## config.mk

```make
export PLATFORM = sky130hd
export DESIGN_NAME = cache_access_ctrl_flat
export DESIGN_NICKNAME = d
export VERILOG_FILES = /design/src/rtl/cache_pkg.sv /design/src/rtl/cache_access_ctrl_if.sv /design/src/rtl/victim_select.sv /design/src/rtl/cache_access_ctrl.sv /design/src/flat_wrapper.sv
export SDC_FILE = /design/constraint.sdc
export NUM_CORES = 1
export LEC_CHECK = 0
export BUFFER_PORTS_ARGS = -buffer_cell sky130_fd_sc_hd__buf_2
export CORE_MARGIN = 8
export CORE_UTILIZATION = 47
export DETAILED_ROUTE_END_ITERATION = 12
export PLACE_DENSITY = 0.9
export SYNTH_ARGS = -nofsm -noshare
export SYNTH_HDL_FRONTEND = slang
export SYNTH_SLANG_ARGS = --single-unit
```

## constraint.sdc

```tcl
create_clock -name clk -period 3.51 [get_ports clk]
set_clock_uncertainty 0.15 [all_clocks]
set_input_delay 0.5265 -clock clk [delete_from_list [all_inputs] [get_ports clk]]
set_output_delay 0.5265 -clock clk [all_outputs]
set_load 0.01 [all_outputs]
```

## src/rtl/cache_pkg.sv

```systemverilog
// cache_pkg: FSM state type and address field width helper shared by the
// cache access controller and its interface.
package cache_pkg;

    typedef enum logic [2:0] {IDLE, LOOKUP, MISS_REQ, MISS_WAIT, FILL, RESP} state_e;

    typedef struct packed {
        int offset_w;
        int index_w;
        int tag_w;
    } widths_t;

    function automatic widths_t calc_widths(input int addr_w, input int block_size, input int num_sets);
        widths_t w;
        w.offset_w = $clog2(block_size);
        w.index_w  = $clog2(num_sets);
        w.tag_w    = addr_w - w.offset_w - w.index_w;
        return w;
    endfunction

endpackage

```

## src/rtl/cache_access_ctrl_if.sv

```systemverilog
// cache_access_ctrl_if: CPU request, way lookup, memory fetch, fill and
// response signals of the cache access controller.
interface cache_access_ctrl_if import cache_pkg::*; #(
    parameter int NUM_WAYS      = 4,
    parameter int ADDRESS_WIDTH = 32,
    parameter int BLOCK_SIZE    = 32,
    parameter int NUM_SETS      = 64
) ();
    localparam widths_t W       = calc_widths(ADDRESS_WIDTH, BLOCK_SIZE, NUM_SETS);
    localparam int      INDEX_W = W.index_w;
    localparam int      TAG_W   = W.tag_w;

    logic                     req_valid;
    logic                     req_ready;
    logic [ADDRESS_WIDTH-1:0] req_addr;
    logic [TAG_W-1:0]         lk_tag;
    logic [INDEX_W-1:0]       lk_index;
    logic                     lk_hit;
    logic [NUM_WAYS-1:0]      lk_hit_way;
    logic [NUM_WAYS-1:0]      way_valid;
    logic                     mem_req_valid;
    logic                     mem_req_ready;
    logic [ADDRESS_WIDTH-1:0] mem_req_addr;
    logic                     mem_resp_valid;
    logic                     fill_en;
    logic [NUM_WAYS-1:0]      fill_way;
    logic                     resp_valid;
    logic                     resp_hit;
    logic [NUM_WAYS-1:0]      resp_way;

    modport master (
        input  req_valid, req_addr, lk_hit, lk_hit_way, way_valid, mem_req_ready, mem_resp_valid,
        output req_ready, lk_tag, lk_index, mem_req_valid, mem_req_addr, fill_en, fill_way,
               resp_valid, resp_hit, resp_way
    );

    modport slave (
        output req_valid, req_addr, lk_hit, lk_hit_way, way_valid, mem_req_ready, mem_resp_valid,
        input  req_ready, lk_tag, lk_index, mem_req_valid, mem_req_addr, fill_en, fill_way,
               resp_valid, resp_hit, resp_way
    );
endinterface

```

## src/rtl/victim_select.sv

```systemverilog
// victim_select: lowest-index invalid way, or the round-robin way when the
// whole set is valid.
module victim_select #(
    parameter int NUM_WAYS = 4
) (
    input  logic [NUM_WAYS-1:0]         i_way_valid,
    input  logic [$clog2(NUM_WAYS)-1:0] i_rr_ptr,
    output logic [NUM_WAYS-1:0]         o_victim,
    output logic                        o_used_rr
);
    logic [NUM_WAYS-1:0] w_free;

    // isolates the lowest zero bit of way_valid
    assign w_free    = ~i_way_valid & (i_way_valid + NUM_WAYS'(1));
    assign o_used_rr = &i_way_valid;
    assign o_victim  = o_used_rr ? NUM_WAYS'(1) << i_rr_ptr : w_free;
endmodule

```

## src/rtl/cache_access_ctrl.sv

```systemverilog
// cache_access_ctrl: accepts one read at a time, drives the way lookup, and on
// a miss fetches the block, fills a victim way and responds.
module cache_access_ctrl import cache_pkg::*; #(
    parameter int NUM_WAYS      = 4,
    parameter int ADDRESS_WIDTH = 32,
    parameter int BLOCK_SIZE    = 32,
    parameter int NUM_SETS      = 64
) (
    input logic                 clk,
    input logic                 reset,
    cache_access_ctrl_if.master bus
);
    localparam widths_t W        = calc_widths(ADDRESS_WIDTH, BLOCK_SIZE, NUM_SETS);
    localparam int      OFFSET_W = W.offset_w;
    localparam int      INDEX_W  = W.index_w;
    localparam int      TAG_W    = W.tag_w;
    localparam int      RR_W     = $clog2(NUM_WAYS);

    state_e                   r_state;
    logic [ADDRESS_WIDTH-1:0] r_addr;
    logic [RR_W-1:0]          r_rr_ptr;
    logic                     r_req_ready;
    logic                     r_mem_req_valid;
    logic                     r_fill_en;
    logic [NUM_WAYS-1:0]      r_fill_way;
    logic                     r_resp_valid;
    logic                     r_resp_hit;
    logic [NUM_WAYS-1:0]      r_resp_way;
    logic [NUM_WAYS-1:0]      w_victim;
    logic                     w_used_rr;
    logic                     w_unused;

    victim_select #(.NUM_WAYS(NUM_WAYS)) u_victim (
        .i_way_valid(bus.way_valid),
        .i_rr_ptr   (r_rr_ptr),
        .o_victim   (w_victim),
        .o_used_rr  (w_used_rr)
    );

    always_ff @(posedge clk) begin
        if (reset) begin
            r_state         <= IDLE;
            r_addr          <= '0;
            r_rr_ptr        <= '0;
            r_req_ready     <= 1'b1;
            r_mem_req_valid <= 1'b0;
            r_fill_en       <= 1'b0;
            r_fill_way      <= '0;
            r_resp_valid    <= 1'b0;
            r_resp_hit      <= 1'b0;
            r_resp_way      <= '0;
        end else begin
            r_fill_en    <= 1'b0;
            r_resp_valid <= 1'b0;
            case (r_state)
                IDLE: if (bus.req_valid) begin
                    r_addr      <= bus.req_addr;
                    r_req_ready <= 1'b0;
                    r_state     <= LOOKUP;
                end
                LOOKUP: if (bus.lk_hit) begin
                    r_resp_way   <= bus.lk_hit_way;
                    r_resp_hit   <= 1'b1;
                    r_resp_valid <= 1'b1;
                    r_state      <= RESP;
                end else begin
                    r_fill_way      <= w_victim;
                    r_rr_ptr        <= w_used_rr ? r_rr_ptr + RR_W'(1) : r_rr_ptr;
                    r_mem_req_valid <= 1'b1;
                    r_state         <= MISS_REQ;
                end
                MISS_REQ: if (bus.mem_req_ready) begin
                    r_mem_req_valid <= 1'b0;
                    r_state         <= MISS_WAIT;
                end
                MISS_WAIT: if (bus.mem_resp_valid) begin
                    r_fill_en <= 1'b1;
                    r_state   <= FILL;
                end
                FILL: begin
                    r_resp_hit   <= 1'b0;
                    r_resp_way   <= r_fill_way;
                    r_resp_valid <= 1'b1;
                    r_state      <= RESP;
                end
                RESP: begin
                    r_req_ready <= 1'b1;
                    r_state     <= IDLE;
                end
                default: r_state <= IDLE;
            endcase
        end
    end

    // byte offset never leaves the block; fetches are block aligned
    assign w_unused          = ^r_addr[OFFSET_W-1:0];
    assign bus.req_ready     = r_req_ready;
    assign bus.lk_tag        = r_addr[ADDRESS_WIDTH-1 -: TAG_W];
    assign bus.lk_index      = r_addr[OFFSET_W +: INDEX_W];
    assign bus.mem_req_valid = r_mem_req_valid;
    assign bus.mem_req_addr  = {r_addr[ADDRESS_WIDTH-1:OFFSET_W], OFFSET_W'(0)};
    assign bus.fill_en       = r_fill_en;
    assign bus.fill_way      = r_fill_way;
    assign bus.resp_valid    = r_resp_valid;
    assign bus.resp_hit      = r_resp_hit;
    assign bus.resp_way      = r_resp_way;

    a_hit_way_onehot: assert property (@(posedge clk) disable iff (reset)
        (r_state == LOOKUP && bus.lk_hit) |-> $onehot(bus.lk_hit_way));
endmodule

```

## src/flat_wrapper.sv

```systemverilog
// flat-port wrapper written by rule: the top's interface ports become plain ports
module cache_access_ctrl_flat import cache_pkg::*;
#(
    parameter int NUM_WAYS      = 4,
    parameter int ADDRESS_WIDTH = 32,
    parameter int BLOCK_SIZE    = 32,
    parameter int NUM_SETS      = 64
)
  (clk, reset, bus_req_valid, bus_req_addr, bus_lk_hit, bus_lk_hit_way, bus_way_valid, bus_mem_req_ready, bus_mem_resp_valid, bus_req_ready, bus_lk_tag, bus_lk_index, bus_mem_req_valid, bus_mem_req_addr, bus_fill_en, bus_fill_way, bus_resp_valid, bus_resp_hit, bus_resp_way);
  cache_access_ctrl_if #(.NUM_WAYS(NUM_WAYS), .ADDRESS_WIDTH(ADDRESS_WIDTH), .BLOCK_SIZE(BLOCK_SIZE), .NUM_SETS(NUM_SETS)) bus_i ();
  input logic clk;
  input logic reset;
  input wire logic [$bits(bus_i.req_valid)-1:0] bus_req_valid;
  input wire logic [$bits(bus_i.req_addr)-1:0] bus_req_addr;
  input wire logic [$bits(bus_i.lk_hit)-1:0] bus_lk_hit;
  input wire logic [$bits(bus_i.lk_hit_way)-1:0] bus_lk_hit_way;
  input wire logic [$bits(bus_i.way_valid)-1:0] bus_way_valid;
  input wire logic [$bits(bus_i.mem_req_ready)-1:0] bus_mem_req_ready;
  input wire logic [$bits(bus_i.mem_resp_valid)-1:0] bus_mem_resp_valid;
  output wire logic [$bits(bus_i.req_ready)-1:0] bus_req_ready;
  output wire logic [$bits(bus_i.lk_tag)-1:0] bus_lk_tag;
  output wire logic [$bits(bus_i.lk_index)-1:0] bus_lk_index;
  output wire logic [$bits(bus_i.mem_req_valid)-1:0] bus_mem_req_valid;
  output wire logic [$bits(bus_i.mem_req_addr)-1:0] bus_mem_req_addr;
  output wire logic [$bits(bus_i.fill_en)-1:0] bus_fill_en;
  output wire logic [$bits(bus_i.fill_way)-1:0] bus_fill_way;
  output wire logic [$bits(bus_i.resp_valid)-1:0] bus_resp_valid;
  output wire logic [$bits(bus_i.resp_hit)-1:0] bus_resp_hit;
  output wire logic [$bits(bus_i.resp_way)-1:0] bus_resp_way;
  assign bus_i.req_valid = bus_req_valid;
  assign bus_i.req_addr = bus_req_addr;
  assign bus_i.lk_hit = bus_lk_hit;
  assign bus_i.lk_hit_way = bus_lk_hit_way;
  assign bus_i.way_valid = bus_way_valid;
  assign bus_i.mem_req_ready = bus_mem_req_ready;
  assign bus_i.mem_resp_valid = bus_mem_resp_valid;
  assign bus_req_ready = bus_i.req_ready;
  assign bus_lk_tag = bus_i.lk_tag;
  assign bus_lk_index = bus_i.lk_index;
  assign bus_mem_req_valid = bus_i.mem_req_valid;
  assign bus_mem_req_addr = bus_i.mem_req_addr;
  assign bus_fill_en = bus_i.fill_en;
  assign bus_fill_way = bus_i.fill_way;
  assign bus_resp_valid = bus_i.resp_valid;
  assign bus_resp_hit = bus_i.resp_hit;
  assign bus_resp_way = bus_i.resp_way;
  cache_access_ctrl #(.NUM_WAYS(NUM_WAYS), .ADDRESS_WIDTH(ADDRESS_WIDTH), .BLOCK_SIZE(BLOCK_SIZE), .NUM_SETS(NUM_SETS)) u_core (.clk(clk), .reset(reset), .bus(bus_i));
endmodule
```

==> results of run 1 <==
[area by class of cell]
cell class,instances,area [µm²]
multi-input combinational,156,860
timing repair buffer,108,543
tap,52,65.1
inverter,8,30.0
clock buffer,6,82.6
clock inverter,2,13.8
fill,389,1800
sequential,45,901
[logic make-up after synthesis]
logic type                 share of synthesized area, %
other                                             0.181
and+or+nand+nor                                    21.6
adders and majority gates                          2.41
muxes                                             0.543
DFF                                                43.4
buffers and inverters                              16.3
AOI/OAI and AO/OA                                  15.6
[placed cells by master (no fill, tap or decap), drive strengths merged]
cell type / instances
buf: 108
nand2: 60
dfxtp: 45
a21oi: 32
inv: 8
nor2: 6
clkbuf: 6
conb: 5
nor3: 4
o22ai: 4
a211oi: 4
ha: 4
nand3b: 3
o21ai: 3
or4b: 3
o21bai: 2
nor2b: 2
and2: 2
o31ai: 2
nor4b: 2
clkinv: 2
a22oi: 1
a21o: 1
nor3b: 1
a31oi: 1
and4: 1
nand2b: 1
nand3: 1
nand4b: 1
nand4bb: 1
or3b: 1
o211ai: 1
mux2: 1
and4b: 1
a21boi: 1
o41ai: 1
a221oi: 1
and3b: 1
a311oi: 1
[worst reg2reg max path, stage by stage, from the launching register on]
cell	delay (ns)
dfxtp_1	0.64
or4b_4	0.56
or4b_1	0.53
a21oi_1	0.14
[sequential cells by signal, summed over array words and instances, names as in the netlist]
register                  flops
u_core.bus.fill_way           4
u_core.bus.fill_en            1
u_core.bus.req_ready          1
u_core.r_state                3
u_core.bus.resp_valid         1
u_core.r_rr_ptr               2
u_core.bus.mem_req_valid      1
u_core.bus.resp_hit           1
u_core.r_addr                27
u_core.bus.resp_way           4
[routing by layer]
metal | vias up | track usage (%) | part of all wire [%]
met1 | 803 | 16.2 | 40
met3 | 4 | 4.87 | 12
met5 | - | 0 | 0
met2 | 75 | 24.7 | 47
met4 | 0 | 4.74 | 0.86
li1 | 947 | - | -
[power by group]
group,internal [W],switching (W),total [W]
registers,0.000554,0.0000393,0.000593
clock network,0.000160,0.000167,0.000326
logic,0.000109,0.000144,0.000253
total,0.000822,0.000350,0.00117
[metrics by stage]
step	cells	utilization [%]	power [W]	instance area, µm²
2_1_floorplan	256	-	0.000785	2090
3_3_place_gp	369	55.9	0.000854	2400
3_5_place_dp	369	55.9	0.000862	2400
4_1_cts	377	58.1	0.00119	2490
5_1_grt	377	58.1	0.00125	2490
6_report	377	58.1	0.00117	2490
[worst max path at each step]
stage,to,slack (ns),from,depth (start not counted)
global placement,u_core.r_addr[11]$_SDFFE_PP0P_,1.41,bus_req_valid,4
detailed placement,u_core.r_addr[18]$_SDFFE_PP0P_,1.37,bus_req_valid,4
floorplan,u_core.r_addr[10]$_SDFFE_PP0P_,1.61,bus_req_valid,5
CTS,u_core.bus.fill_way[3]$_SDFFE_PP0P_,1.42,u_core.r_state[0]$_SDFFE_PP0P_,3
finish,u_core.bus.fill_way[3]$_SDFFE_PP0P_,1.41,u_core.r_state[0]$_SDFFE_PP0P_,3
global route,u_core.bus.fill_way[3]$_SDFFE_PP0P_,1.30,u_core.r_state[0]$_SDFFE_PP0P_,3
==> flow_summary.yaml, run 1 <==
setup_path:
  cp-start-kind: "flop"
  reg2regPathDepth: 3
  path_delay_family: "simple AND/OR/NAND/NOR gates"
  r2r-start: "u_core.r_state[0]$_SDFFE_PP0P_"
  critPathSlowestCell: "dfxtp_1"
  cp_data_required_time_ns: 3.58
  path_buf_inv: 0
  worstPathCellList: "or4b_4, or4b_1, a21oi_1"
  cp_slowest_stage_delay_ns: 0.64
  worstPathArrival_ns: 2.16
  r2r_end: "u_core.bus.fill_way[3]$_SDFFE_PP0P_"
  path_max_fanout: 16
  reg2reg_setup_slack_ns: 1.41
  crit_type: "flop to flop"
  end_kind: "flop"
yosys:
  syn_area_per_cell_um2: 8.23
  yosysMostFrequentCell: "nand2_1"
  synth-async-reset-ratio_pct: 0
  synth.distinct_cells: 43
  synth_seq_cells: 45
  synth_edf_count: 0
  yosys.area.top_type: "dfxtp_1"
  synth_top_area_share_pct: 43.4
  ys_top_cells_by_count: "nand2_1 (60), dfxtp_1 (45), a21oi_1 (32), buf_4 (32), clkbuf_1 (11)"
  ys_warn_count: 0
  syn_area_mm2: 0.00207
  synthTopCellsByArea: "dfxtp_1 (43%), buf_4 (12%), nand2_1 (11%)"
  ys.flop_type: "dfxtp_1"
  ys_seq_area_share_pct: 43.4
  synthCells: 252
routing:
  drtIter0Drc: 75
  wl_per_cell_um: 13.6
  drtPass1Iterations: 4
  via_per_inst: 4.85
  drt_wl_total_um: 5130
  ant_nets: 0
  drc: 0
  vias: 1829
floorplanning:
  rows: 24
  ios: 118
  initial_core_util_pct: 48.3
  die_y_um: 82.4
  design.core.area_mm2: 0.00429
  design.die.area_mm2: 0.00680
  die_width_um: 82.4
timing:
  rsz0062_at_grt: "no"
  setup_violations: 0
  slew_viol_final: 0
  fin_crit_ns: 2.10
  tightest_slew_ns: 0.873
  fin_crit_sh_pct: 59.7
  layout_setup_ws_ns: 1.41
  timing.hold.ws_ns: 0.310
  worst_slew_margin_rel_pct: 41.0
  finalHoldViolCount: 0
  timing.fmax_mhz: 477
  setup_tns_ns: 0
place:
  place_congestion: 0.781
  place_hpwl_um: 3930
  place_ws_ns: 1.37
  portBuffers: 107
layout:
  syn_to_final_growth_pct: 20.3
  n_antenna_cell: 0
  fin_nets: 374
  post_route_cells_drive_above_1_share_pct: 37.2
clock_tree:
  postCtsSetupRepairBufs: 0
  cts_made_buffers: 5
  htreeDepth: 2
  ctsResizeCount: 0
  cts_hold_buf: 0
  tritoncts: "built"
  worstSkewPairLatency_ns: 0.28
  clock_tree.buffer_depth: 2
  cts_root_buf: "clkbuf_8"
  clkTransAtPathRegs_ns: 0.08
  cts_sinks: 45
global_routing:
  grt_pass1_wl_um: 7710
  grt_pass1_vias: 1694
  grt_overflow: 0
  grt_max_degree: 49
  track_usage_pct: 14.4
  antenna_found_initial: 0
min_path:
  hold_depth: 2
  min_to: "u_core.bus.resp_way[3]$_SDFFE_PP0P_"
  worst_hold_startpoint: "u_core.bus.resp_way[3]$_SDFFE_PP0P_"
  hold_path_class: "flop to flop"
pwr:
  p_leak_nw: 1.23
  ir_drop_mv: 0.230
  powerDensity_mw_per_mm2: 470
flow_run:
  maxCapViolCount: 0
status:
  status: "completed"
Power figures use the tool's default switching activity.
==> run 2, diff against run 1 <==
CORE_UTILIZATION = 39   (was 47)
PLACE_DENSITY = 0.8   (was 0.9)
clock period = 1.8 ns   (was 3.51 ns; I/O delays follow)
==> run 2 against run 1 <==
Critical path depth unchanged. Die area up 16%. Register-to-register slack worse by 1.4 ns. Hold slack worse by 0.25 ns. Total power up 95%. Non-clock buffer count up 12. Clock power up 82%. Wire length up 6.9%. Via count up 5.0%. Worst setup slack worse by 1.4 ns. Final area up 4.0%. First-iteration DRC count down 36%. Largest cell class unchanged. Largest power group unchanged.
==> flow_summary.yaml, run 2 (synthesis results as in run 1) <==
flow_run:
  maxCapViolCount: 0
timing:
  fin_crit_ns: 1.76
  timing.fmax_mhz: 567
  slew_viol_final: 0
  layout_setup_ws_ns: 0.0369
  setup_violations: 0
  timing.hold.ws_ns: 0.0593
  rsz0062_at_grt: "no"
  fin_crit_sh_pct: 97.9
  finalHoldViolCount: 0
layout:
  multiInputGateArea_um2: 860
  instances_no_fill: 407
  fin_nets: 386
  final_common_cell: "buf_2"
  largest-register: "u_core.r_addr"
  final_core_util_pct: 50.8
  regArea_um2: 903
  final_cell_mix: "buf_2 (107), nand2_1 (60), dfxtp_1 (43), a21oi_1 (32), buf_4 (13)"
  num-fill-cells: 516
  final_area_mm2: 0.00259
  largest_reg_flops: 27
  syn_to_final_growth_pct: 25.0
  n_antenna_cell: 0
  post_route_cells_drive_above_1_share_pct: 39.2
setup_path:
  reg2regPathDepth: 3
  cp_data_required_time_ns: 1.88
  end_kind: "flop"
  path_max_fanout: 4
  worstPathArrival_ns: 1.84
  cp-start-kind: "flop"
  crit_type: "flop to flop"
routing:
  drtPass1Iterations: 4
  ant_nets: 0
  wl_per_cell_um: 13.5
  drt_wl_total_um: 5480
  vias: 1920
  via_per_inst: 4.72
  drtIter0Drc: 48
  drc: 0
pwr:
  combPwrFrac_pct: 24.2
  pwr-share-clk_pct: 25.9
  p_int_w: 0.00160
  p_leak_nw: 1.28
  switching_power_w: 0.000684
  powerDensity_mw_per_mm2: 879
  ir_drop_mv: 0.378
  swShare_pct: 30.0
  seqPwrFrac_pct: 49.9
floorplanning:
  design.die.area_mm2: 0.00791
  die_y_um: 88.9
  design.core.area_mm2: 0.00511
  rows: 26
  die_width_um: 88.9
  initial_core_util_pct: 40.6
  ios: 118
global_routing:
  grt_pass1_vias: 1813
  grt_overflow: 0
  grt_max_degree: 28
  antenna_found_initial: 0
  track_usage_pct: 13.1
  grt_pass1_wl_um: 8270
clock_tree:
  postCtsSetupRepairBufs: 0
  cts_hold_buf: 0
  cts_root_buf: "clkbuf_8"
  htreeDepth: 2
  tritoncts: "built"
  cts_sinks: 45
  clkTransAtPathRegs_ns: 0.08
  clock_tree.buffer_depth: 2
  ctsResizeCount: 0
  cts_made_buffers: 5
  worstSkewPairLatency_ns: 0.29
min_path:
  hold_depth: 3
  hold_path_class: "input pin to flop"
place:
  place_hpwl_um: 4190
  place_ws_ns: 0.0412
  portBuffers: 107
  dpl_cell_area_mm2: 0.00251
  placedCellCount: 399
  place_congestion: 0.767
status:
  status: "completed"
==> run 2: path summary, 6_finish.rpt <==
path / slack [ns] / endpoint / startpoint
setup / recovery: 0.04 / u_core.bus.fill_way[3]$_SDFFE_PP0P_ / u_core.r_state[2]$_SDFFE_PP0P_
hold / removal: 0.06 / u_core.r_addr[11]$_SDFFE_PP0P_ / bus_req_addr[11]
setup reg to reg: 0.04 / u_core.bus.fill_way[3]$_SDFFE_PP0P_ / u_core.r_state[2]$_SDFFE_PP0P_
hold reg to reg: 0.31 / u_core.bus.resp_way[2]$_SDFFE_PP0P_ / u_core.bus.resp_way[2]$_SDFFE_PP0P_
==> run 2: power by group through the flow <==
stage / Combinational (W) / Clock, W / Sequential [W]
4_1_cts: 0.000562 / 0.000623 / 0.00114
2_1_floorplan: 0.000337 / 0 / 0.00119
5_1_grt: 0.000611 / 0.000667 / 0.00115
6_report: 0.000552 / 0.000592 / 0.00114
3_3_place_gp: 0.000551 / 0 / 0.00115
3_5_place_dp: 0.000560 / 0 / 0.00116
==> run 2: critical path, cell delays in order, from the launching register on <==
cell     delay [ns]
dfxtp_2        0.34
or4b_4         0.54
or4b_1         0.53
a21oi_1        0.13
==> run 2: cell type report <==
type	count	share of cell area, %
clock buffers	8	3.09
multi-input cells	156	33.1
well taps	70	3.38
flip-flops and latches	45	34.8
inverters	8	1.16
repair buffers	120	24.4
==> run 2: metal layers <==
layer	track usage, %	vias up	part of all wire, %
li1	-	973	-
met1	14.8	857	40
met2	22.8	80	47
met3	3.58	10	11
met4	5.14	0	1.7
met5	0	-	0
==> run 2: per-stage QoR <==
step | total power, W | TNS [ns]
2_1_floorplan | 0.00153 | -0.244
3_3_place_gp | 0.00170 | 0
3_5_place_dp | 0.00172 | 0
4_1_cts | 0.00232 | 0
5_1_grt | 0.00243 | 0
6_report | 0.00228 | 0
